[src/rtl/kryssprodukt_pkg.sv]
// Shared constants, types and lane pack/unpack helpers for the kryssprodukt
// datapath and its round-robin sharing wrapper.
package kryssprodukt_pkg;

    localparam int LANE_W = 8;
    localparam int LANES  = 4;
    localparam int VEC_W  = LANE_W * LANES;
    localparam int CNT_W  = 16;

    typedef logic [LANE_W-1:0] lane_t;
    typedef lane_t [LANES-1:0] lanes_t;

    // Result register occupancy; the encoding is the res_valid bit itself.
    typedef enum logic {
        EMPTY = 1'b0,
        FULL  = 1'b1
    } state_t;

    // Split {x4,x3,x2,x1} into lanes, x1 at index 0.
    function automatic lanes_t unpack_vec(input logic [VEC_W-1:0] v);
        lanes_t l;
        for (int i = 0; i < LANES; i++) begin
            l[i] = v[i*LANE_W +: LANE_W];
        end
        return l;
    endfunction

    // Inverse of unpack_vec.
    function automatic logic [VEC_W-1:0] pack_vec(input lanes_t l);
        logic [VEC_W-1:0] v;
        for (int i = 0; i < LANES; i++) begin
            v[i*LANE_W +: LANE_W] = l[i];
        end
        return v;
    endfunction

endpackage

[src/rtl/kryssprodukt.sv]
// Combinational lane-wise cross product of two packed 3-vectors.
// Lanes 1..3 carry x,y,z; lane 4 is unused on input and produced as zero.
// Each lane result is the low 8 bits of the exact difference of products.
module kryssprodukt
    import kryssprodukt_pkg::*;
(
    input  logic [VEC_W-1:0] a,
    input  logic [VEC_W-1:0] b,
    output logic [VEC_W-1:0] c
);

    lanes_t al;
    lanes_t bl;
    lanes_t cl;

    // Cross product computed modulo 2**LANE_W per lane.
    always_comb begin
        al    = unpack_vec(a);
        bl    = unpack_vec(b);
        cl[0] = al[1] * bl[2] - al[2] * bl[1];
        cl[1] = al[2] * bl[0] - al[0] * bl[2];
        cl[2] = al[0] * bl[1] - al[1] * bl[0];
        cl[3] = '0;
        c     = pack_vec(cl);
    end

endmodule

[src/rtl/rr_arbiter.sv]
// Round-robin priority picker: first asserted request at or after ptr,
// wrapping modulo N. Purely combinational; the caller owns the pointer.
module rr_arbiter #(
    parameter int N  = 3,
    parameter int IW = 2
) (
    input  logic [N-1:0]  req,
    input  logic [IW-1:0] ptr,
    output logic [N-1:0]  grant,
    output logic [IW-1:0] grant_idx,
    output logic          grant_any
);

    logic [2*N-1:0] rotated;
    logic [IW:0]    pos;

    // Rotate requests so ptr sits at bit 0, then take the lowest set bit.
    always_comb begin
        // NOTE: every output gets a default before the search loop so no path leaves it unassigned (otherwise a latch is inferred).
        grant_idx = ptr;
        grant_any = 1'b0;
        pos       = '0;
        rotated   = {req, req} >> ptr;
        for (int j = 0; j < N; j++) begin
            if (!grant_any && rotated[j]) begin
                pos = {1'b0, ptr} + (IW+1)'(j);
                if (pos >= (IW+1)'(N)) begin
                    pos = pos - (IW+1)'(N);
                end
                grant_idx = pos[IW-1:0];
                grant_any = 1'b1;
            end
        end
        grant = grant_any ? (N'(1) << grant_idx) : '0;
    end

endmodule

[src/rtl/kryssprodukt_arbiter.sv]
// Shares one kryssprodukt datapath among N_REQ valid/ready requesters with
// round-robin arbitration and a single registered, id-tagged result port.
// Optional build macro: KRYSSPRODUKT_CNT_EN adds per-requester completed-
// operation counters readable through cnt_sel / cnt_data.
module kryssprodukt_arbiter
    import kryssprodukt_pkg::*;
#(
    parameter int N_REQ = 3,
    parameter int IDW   = 2
) (
    input  logic                   clk,
    input  logic                   rst,
    input  logic [N_REQ-1:0]       req_valid,
    output logic [N_REQ-1:0]       req_ready,
    input  logic [N_REQ*VEC_W-1:0] req_a,
    input  logic [N_REQ*VEC_W-1:0] req_b,
    output logic                   res_valid,
    input  logic                   res_ready,
    output logic [IDW-1:0]         res_id,
    output logic [VEC_W-1:0]       res_c
`ifdef KRYSSPRODUKT_CNT_EN
    ,
    input  logic [IDW-1:0]         cnt_sel,
    output logic [CNT_W-1:0]       cnt_data
`endif
);

    state_t           state;
    state_t           state_d;
    logic [IDW-1:0]   ptr;
    logic [N_REQ-1:0] grant;
    logic [IDW-1:0]   grant_idx;
    logic             grant_any;
    logic             can_accept;
    logic             xfer;
    logic [VEC_W-1:0] a_sel;
    logic [VEC_W-1:0] b_sel;
    logic [VEC_W-1:0] kp_c;

    rr_arbiter #(
        .N  (N_REQ),
        .IW (IDW)
    ) u_rr (
        .req       (req_valid),
        .ptr       (ptr),
        .grant     (grant),
        .grant_idx (grant_idx),
        .grant_any (grant_any)
    );

    // Route the granted requester's operands into the shared datapath.
    always_comb begin
        a_sel = req_a[VEC_W-1:0];
        b_sel = req_b[VEC_W-1:0];
        for (int i = 0; i < N_REQ; i++) begin
            if (grant_idx == IDW'(i)) begin
                a_sel = req_a[i*VEC_W +: VEC_W];
                b_sel = req_b[i*VEC_W +: VEC_W];
            end
        end
    end

    kryssprodukt u_kp (
        .a (a_sel),
        .b (b_sel),
        .c (kp_c)
    );

    // Result-register occupancy state.
    always_ff @(posedge clk) begin
        // NOTE: clocked state uses non-blocking assignments so every register samples pre-edge values.
        if (rst) begin
            state <= EMPTY;
        end else begin
            state <= state_d;
        end
    end

    // Fill on transfer, empty on drain without refill.
    always_comb begin
        state_d = state;
        if (xfer) begin
            state_d = FULL;
        end else if (state == FULL && res_ready) begin
            state_d = EMPTY;
        end
    end

    // Handshake outputs: accept only when the result slot is free or draining.
    always_comb begin
        res_valid  = (state == FULL);
        can_accept = !res_valid || res_ready;
        xfer       = grant_any && can_accept && !rst;
        req_ready  = xfer ? grant : '0;
    end

    // Capture result and owner on transfer; advance the pointer past the winner.
    always_ff @(posedge clk) begin
        if (rst) begin
            res_c  <= '0;
            res_id <= '0;
            ptr    <= '0;
        end else if (xfer) begin
            res_c  <= kp_c;
            res_id <= grant_idx;
            ptr    <= (grant_idx == IDW'(N_REQ - 1)) ? '0 : grant_idx + IDW'(1);
        end
    end

`ifdef KRYSSPRODUKT_CNT_EN
    logic [CNT_W-1:0] cnt [N_REQ];

    // Count completed results per owner; counters wrap naturally.
    always_ff @(posedge clk) begin
        // NOTE: the counter array is architecturally visible after reset, so each entry is cleared explicitly.
        if (rst) begin
            for (int i = 0; i < N_REQ; i++) begin
                cnt[i] <= '0;
            end
        end else if (res_valid && res_ready) begin
            for (int i = 0; i < N_REQ; i++) begin
                if (res_id == IDW'(i)) begin
                    cnt[i] <= cnt[i] + CNT_W'(1);
                end
            end
        end
    end

    // Combinational counter readback; unused selector codes read zero.
    always_comb begin
        cnt_data = '0;
        for (int i = 0; i < N_REQ; i++) begin
            if (cnt_sel == IDW'(i)) begin
                cnt_data = cnt[i];
            end
        end
    end
`endif

endmodule

[config.mk]
export PLATFORM = sky130hd
export DESIGN_NAME = kryssprodukt_arbiter
export DESIGN_NICKNAME = d
export VERILOG_FILES = /design/src/rtl/kryssprodukt_pkg.sv /design/src/rtl/kryssprodukt.sv /design/src/rtl/rr_arbiter.sv /design/src/rtl/kryssprodukt_arbiter.sv
export SDC_FILE = /design/constraint.sdc
export NUM_CORES = 1
export LEC_CHECK = 0
export ABC_AREA = 1
export CAP_MARGIN = 20
export CORE_MARGIN = 2
export CORE_UTILIZATION = 45
export CTS_CLUSTER_DIAMETER = 200
export DETAILED_ROUTE_END_ITERATION = 8
export PLACE_DENSITY = 0.8
export SLEW_MARGIN = 20
export SYNTH_ARGS = -nofsm -noshare
export SYNTH_HDL_FRONTEND = slang
export SYNTH_SLANG_ARGS = --single-unit
[constraint.sdc]
create_clock -name clk -period 13.7 [get_ports clk]
set_input_delay 2.055 -clock clk [delete_from_list [all_inputs] [get_ports clk]]
set_output_delay 2.055 -clock clk [all_outputs]
set_load 0.005 [all_outputs]
Yosys cells after proc, flatten, opt, wreduce, memory -nomap -nowiden. Index checks and enable logic that the tools add are counted.

Register bits: 29. Logic and storage cells: 55. Output and inout port bits: 38.

$mul: 6. Reductions and logical operators: 11. $add $sub $neg: 9. Shift-type cells: 2. Equal/unequal tests: 2. Order comparisons: 3. Multiplexer cells: 18.

Operator list (number): 2-to-1 mux 24 bit (4); multiplier 8 x 8 -> 8 bit (6); subtractor 8 bit (3); 2-to-1 mux 2 bit (7); >= comparator 3 x 2 -> 1 bit, second input constant (2); 2-to-1 mux 3 bit (2); >> shifter 6 x 2 -> 3 bit (1); subtractor 2 bit, second input constant (3); logical AND 1 bit (5); 2-to-1 mux 1 bit (5); zero test 1 bit (4); adder 2 x 1 -> 3 bit, second input constant (1); adder 2 x 2 -> 3 bit, second input constant (1); << shifter 1 x 2 -> 3 bit, first input constant (1); adder 2 x 1 -> 2 bit, second input constant (1); == test 2 x 1 -> 1 bit, second input constant (1); == test 2 bit, second input constant (1); >= comparator 2 bit, second input constant (1); nonzero test 2 bit (1); logical OR 1 bit (1).

Longest topological paths before layout.
Word-level depth: 13. Gate-level depth with buffers: 48. Mapped depth without buffers: 47.

Hierarchy. From an unflattened synthesis, not the netlist that was laid out.

Cell total of the unflattened synthesis: 1774. Area total of the unflattened synthesis: 10641.5 um^2.

By module, submodules not included: kryssprodukt (times used 1, sequential area each 0.0 um^2, cells an instance 1057, area an instance 6998.0 um^2); kryssprodukt_arbiter (times used 1, sequential area each 740.7 um^2, cells an instance 656, area an instance 3320.7 um^2); rr_arbiter (times used 1, sequential area each 0.0 um^2, cells an instance 61, area an instance 322.8 um^2).

Least setup slack after synthesis. No wires, ideal clock.

Path type: input-to-reg. Start point: in req_valid[0]. End point: reg res_c[23]. Required time: 13.572 ns. Path buffers: 3. Library setup time: 0.128 ns. Arrival time: 8.148 ns. Stages: 40. Path slack: 5.424 ns. Path through: nand2_1 nand3_2 nand2_2 nand3_4 or2_1 nand2_4 nand2_4 buf_6 buf_6 nand2_1 o21ai_1 a21oi_2 clkbuf_1 inv_1 nor2_1 fa_1 ha_1 ha_1 (+4 left out) inv_1 ha_1 a21oi_1 inv_1 a31oi_1 o21ai_0 a21oi_1 xnor2_1 xor2_1 inv_1 nand2_1 nand2_1 nand2_1 inv_1 nor2_1 nand2_1 nand2_1 a21oi_1.

Cells in the longest elaborated chain, start to end: 13. Elaborated cells on any way between the ends: 22. Classes of those cells: add/sub (1); mul (2); eq/ne (2); shift (1); mux (10); reduce/logical (6).

RTL lines: from (decl) (RTL line kryssprodukt_arbiter.sv:13) `input logic [N_REQ-1:0] req_valid,`; >> shifter 6 x 2 -> 3 bit * (RTL line rr_arbiter.sv:23) `rotated = {req, req} >> ptr;`; 2-to-1 mux 1 bit (RTL line rr_arbiter.sv:25) `if (!grant_any && rotated[j]) begin`; zero test 1 bit (RTL line rr_arbiter.sv:25); logical AND 1 bit (RTL line rr_arbiter.sv:25); 2-to-1 mux 1 bit (RTL line rr_arbiter.sv:25); zero test 1 bit (RTL line rr_arbiter.sv:25); logical AND 1 bit (RTL line rr_arbiter.sv:25); 2-to-1 mux 2 bit (RTL line rr_arbiter.sv:25); == test 2 x 1 -> 1 bit (RTL line kryssprodukt_arbiter.sv:56) `if (grant_idx == IDW'(i)) begin`; 2-to-1 mux 24 bit (2 in a row) (RTL line kryssprodukt_arbiter.sv:56); multiplier 8 x 8 -> 8 bit (RTL line kryssprodukt.sv:22) `cl[2] = al[0] * bl[1] - al[1] * bl[0];`; subtractor 8 bit (RTL line kryssprodukt.sv:22); to (signal assigned) (RTL line kryssprodukt_arbiter.sv:104) `res_c <= kp_c;`; to (decl) (RTL line kryssprodukt_arbiter.sv:20) `output logic [VEC_W-1:0] res_c`.

Every way passes the cells marked *; elsewhere a longest branch is shown, timed or not. A chain may end at the register's enable or synchronous reset.

Worst setup path after layout.
Start point: in req_valid[0]. End point: reg res_c[7].

Cells in the longest elaborated chain, start to end: 13. Elaborated cells on any way between the ends: 22. Classes of those cells: add/sub (1); mul (2); eq/ne (2); shift (1); mux (10); reduce/logical (6).

RTL lines: >> shifter 6 x 2 -> 3 bit * (RTL line rr_arbiter.sv:23); 2-to-1 mux 1 bit (RTL line rr_arbiter.sv:25); zero test 1 bit (RTL line rr_arbiter.sv:25); logical AND 1 bit (RTL line rr_arbiter.sv:25); 2-to-1 mux 1 bit (RTL line rr_arbiter.sv:25); zero test 1 bit (RTL line rr_arbiter.sv:25); logical AND 1 bit (RTL line rr_arbiter.sv:25); 2-to-1 mux 2 bit (RTL line rr_arbiter.sv:25); == test 2 x 1 -> 1 bit (RTL line kryssprodukt_arbiter.sv:56); 2-to-1 mux 24 bit (2 in a row) (RTL line kryssprodukt_arbiter.sv:56); multiplier 8 x 8 -> 8 bit (RTL line kryssprodukt.sv:20) `cl[0] = al[1] * bl[2] - al[2] * bl[1];`; subtractor 8 bit (RTL line kryssprodukt.sv:20).

Marks and branches as above.

==> impl_results.md <==
- Critical Path RT: 13860 ps
- R2r setup slk: 4870 ps
- RD Place Congestion: 0.9852
- Synth area leaders: fa_1 (21%), nand2_1 (19%), ha_1 (14%), inv_1 (12%), nand3_1 (6.6%)
- Multi-input gate area: 7332 µm²
- Placed Cells: 1859
- Clock net sink count: 29
- DP Wirelength: 23.64 mm
- Hold Fails Final Rpt: 0
- Buffers on Ports: 179
- Final WL: 28.97 mm
- Final Non-Filler Cells: 1867
- Synth Register Bits: 29
- CTS root buf: clkbuf_16
- Final worst path period share: 0.7708
- Fillers: 2045
- Drt via density: 5.141
- CTS buffer count: 5
- H-tree Lvls: 2
- Pre-CTS WS: 2945 ps
- Core Area: 20300 µm²
- Number of antenna-violating nets in the routed design: 0
- Longest Clk Path Bufs: 2
- Setup repair bufs after CTS: 0
- Area leader, netlist: fa_1
- Yosys cell types: 41
- Number of inserted diodes: 0
- Min Tclk post-route: 10560 ps
- DRC: 0
- Initial antenna violation count: 0
- Largest net degree at the start of global routing: 62
- Share of layout cells above drive strength 1: 0.03381
- Slew margin rel.: 0.4070
- Number of synthesized flops with an enable pin: 0
- Cells after Synth: 1451
- Synth-to-layout area growth: 21.79%
- Sequential Area: 580.6 µm²
- Yosys top cell area share: 0.2129
- Hold-fix buffer count after cts: 0
- Grt total ovfl: 0
- Skew final: 7.671 ps
- Max-slew violation count: 0
- Mapped Area: 9309 µm²
- Global Route Usage Sum: 0.2681
- Critical path class: in2reg
- CP dominant cell by count: nand2_1
- Nets@finish: 2000
- Die footprint: 21850 µm²
- Drt initial violations: 603
- Outcome: complete, no violations
- Die Wd: 147.8 µm
- Post-synth ARST share: 0
- Max Freq: 0.09470 GHz
- Final setup fails: 0
- TNS Setup: 0 ps
- Worst EP arrival: 10720 ps
- Vias in the first global route: 9477
- Top-level I/O count: 236
- Hold WS: 459.9 ps
- Post-route setup slack: 3140 ps
- Worst min path class: reg2reg
- CTS tree: yes
- First drt pass iteration count: 5
- Number of max-cap violations: 0
- DR WL/cell: 15.52 µm
- Starting Density: 0.4586
- Post-synthesis sequential area ratio: 0.06237
- Die Y: 147.8 µm
- CP max stage cell: nor2_4
- Crit-path max FO: 61
- Dominant synthesized flop cell: dfxtp_1
- Worst Max-Slew Pin Slew: 883.6 ps
- Crit. End Element: flip-flop
- RSZ-0062 raised after global routing: no
- Max stage delay on crit path: 660 ps
- CP Launch Type: input pin
- Ys Warns: 0
- First-pass GRT wire length: 46.86 mm
- Mean Syn Cell Area: 6.416 µm²
- Rows: 52
- Skew-Pair Late Insertion Delay: 280 ps
- Resize count post-CTS: 0
- Clock Pin Slew Worst Setup and Hold Paths: 50 ps
- Routed vias: 9599
==> state kept, by name, indices dropped and copies added, names as in the netlist <==
register and cells:
ptr 2, res_valid 1, res_c 24, res_id 2
==> synthesized netlist by cell type, drive strengths merged, types with 2 or more instances <==
library cell and instances:
nand3 126, o21ai 36, nor2b 2, fa 99, clkinv 2, nand2 477, clkbuf 16, ha 107
nand4 4, dfxtp 29, or2 9, buf 36, a31oi 3, nor2 106, o22ai 3, a21oi 30
inv 298, xnor2 20, xor2 15, nand3b 28
==> path summary, 6_finish.rpt <==
path	start	end	cells after the start
max	req_valid[0]	res_c[7]$_SDFFE_PP0P_	41
min	res_c[9]$_SDFFE_PP0P_	res_c[9]$_SDFFE_PP0P_	2
max reg2reg	ptr[0]$_SDFFE_PP0P_	res_c[7]$_SDFFE_PP0P_	40
min reg2reg	res_c[9]$_SDFFE_PP0P_	res_c[9]$_SDFFE_PP0P_	2
==> layer usage <==
metal  track usage  share of wire
met2        0.4486           0.45
met5             0              0
met4        0.1014          0.041
met1        0.3469           0.42
met3       0.04722          0.094
==> critical path, delay by kind of cell <==
| kind | cells | cell delay [ps] |
|---|---|---|
| buffers and inverters | 6 | 1020 |
| AO/OA/AOI/OAI | 5 | 1140 |
| AND/OR/NAND/NOR | 22 | 3330 |
| adder cells (fa/ha/maj) | 7 | 2890 |
| XOR/XNOR | 1 | 210 |
==> stage by stage <==
stage	instance area, µm²	util
finish	11340	0.5585
global route	11340	0.5585
CTS	11340	0.5585
detailed placement	11200	0.5517
global placement	11200	0.5517
floorplan	9335	-
==> layout make-up <==
| type | instances | area share |
|---|---|---|
| timing repair buffer | 183 | 0.1607 |
| inverter | 300 | 0.09933 |
| sequential | 29 | 0.05121 |
| clock inverter | 2 | 0.0008829 |
| multi-input combinational | 1077 | 0.6467 |
| tap | 270 | 0.02980 |
| clock buffer | 6 | 0.01137 |
==> placed cells by master (no fill, tap or decap), types with 3 or more instances in the layout <==
cell type | netlist | layout
o21ai_1 | 11 | 11
nand2_1 | 468 | 468
nand4_1 | 4 | 4
dfxtp_1 | 29 | 29
o21ai_0 | 23 | 23
a21oi_2 | 3 | 3
conb_1 | 1 | 8
nand2_2 | 7 | 7
nand3_1 | 123 | 123
xor2_1 | 15 | 15
nand3b_1 | 28 | 28
or2_2 | 7 | 7
nor2_2 | 3 | 3
clkbuf_16 | 0 | 5
a21oi_1 | 24 | 24
a21oi_4 | 3 | 3
inv_2 | 9 | 9
fa_1 | 99 | 99
clkdlybuf4s50_1 | 0 | 179
buf_4 | 10 | 4
nor2_1 | 102 | 102
ha_1 | 107 | 107
a31oi_1 | 3 | 3
xnor2_1 | 20 | 20
inv_1 | 289 | 289
==> cell families (layout without fill, tap and decap cells) <==
| family | count (synthesis) | after routing | share of synthesized area |
|---|---|---|---|
| AO/OA/AOI/OAI | 76 | 76 | 0.05175 |
| XOR/XNOR | 35 | 35 | 0.03293 |
| adder cells (fa/ha/maj) | 206 | 206 | 0.3567 |
| buffers and inverters | 352 | 491 | 0.1528 |
| flip-flops | 29 | 29 | 0.06237 |
| other | 1 | 8 | 0.0004028 |
| AND/OR/NAND/NOR | 752 | 752 | 0.3430 |
Power is not shown: default switching activity piles up to over one toggle a cycle in this logic, so the estimate is an artifact.
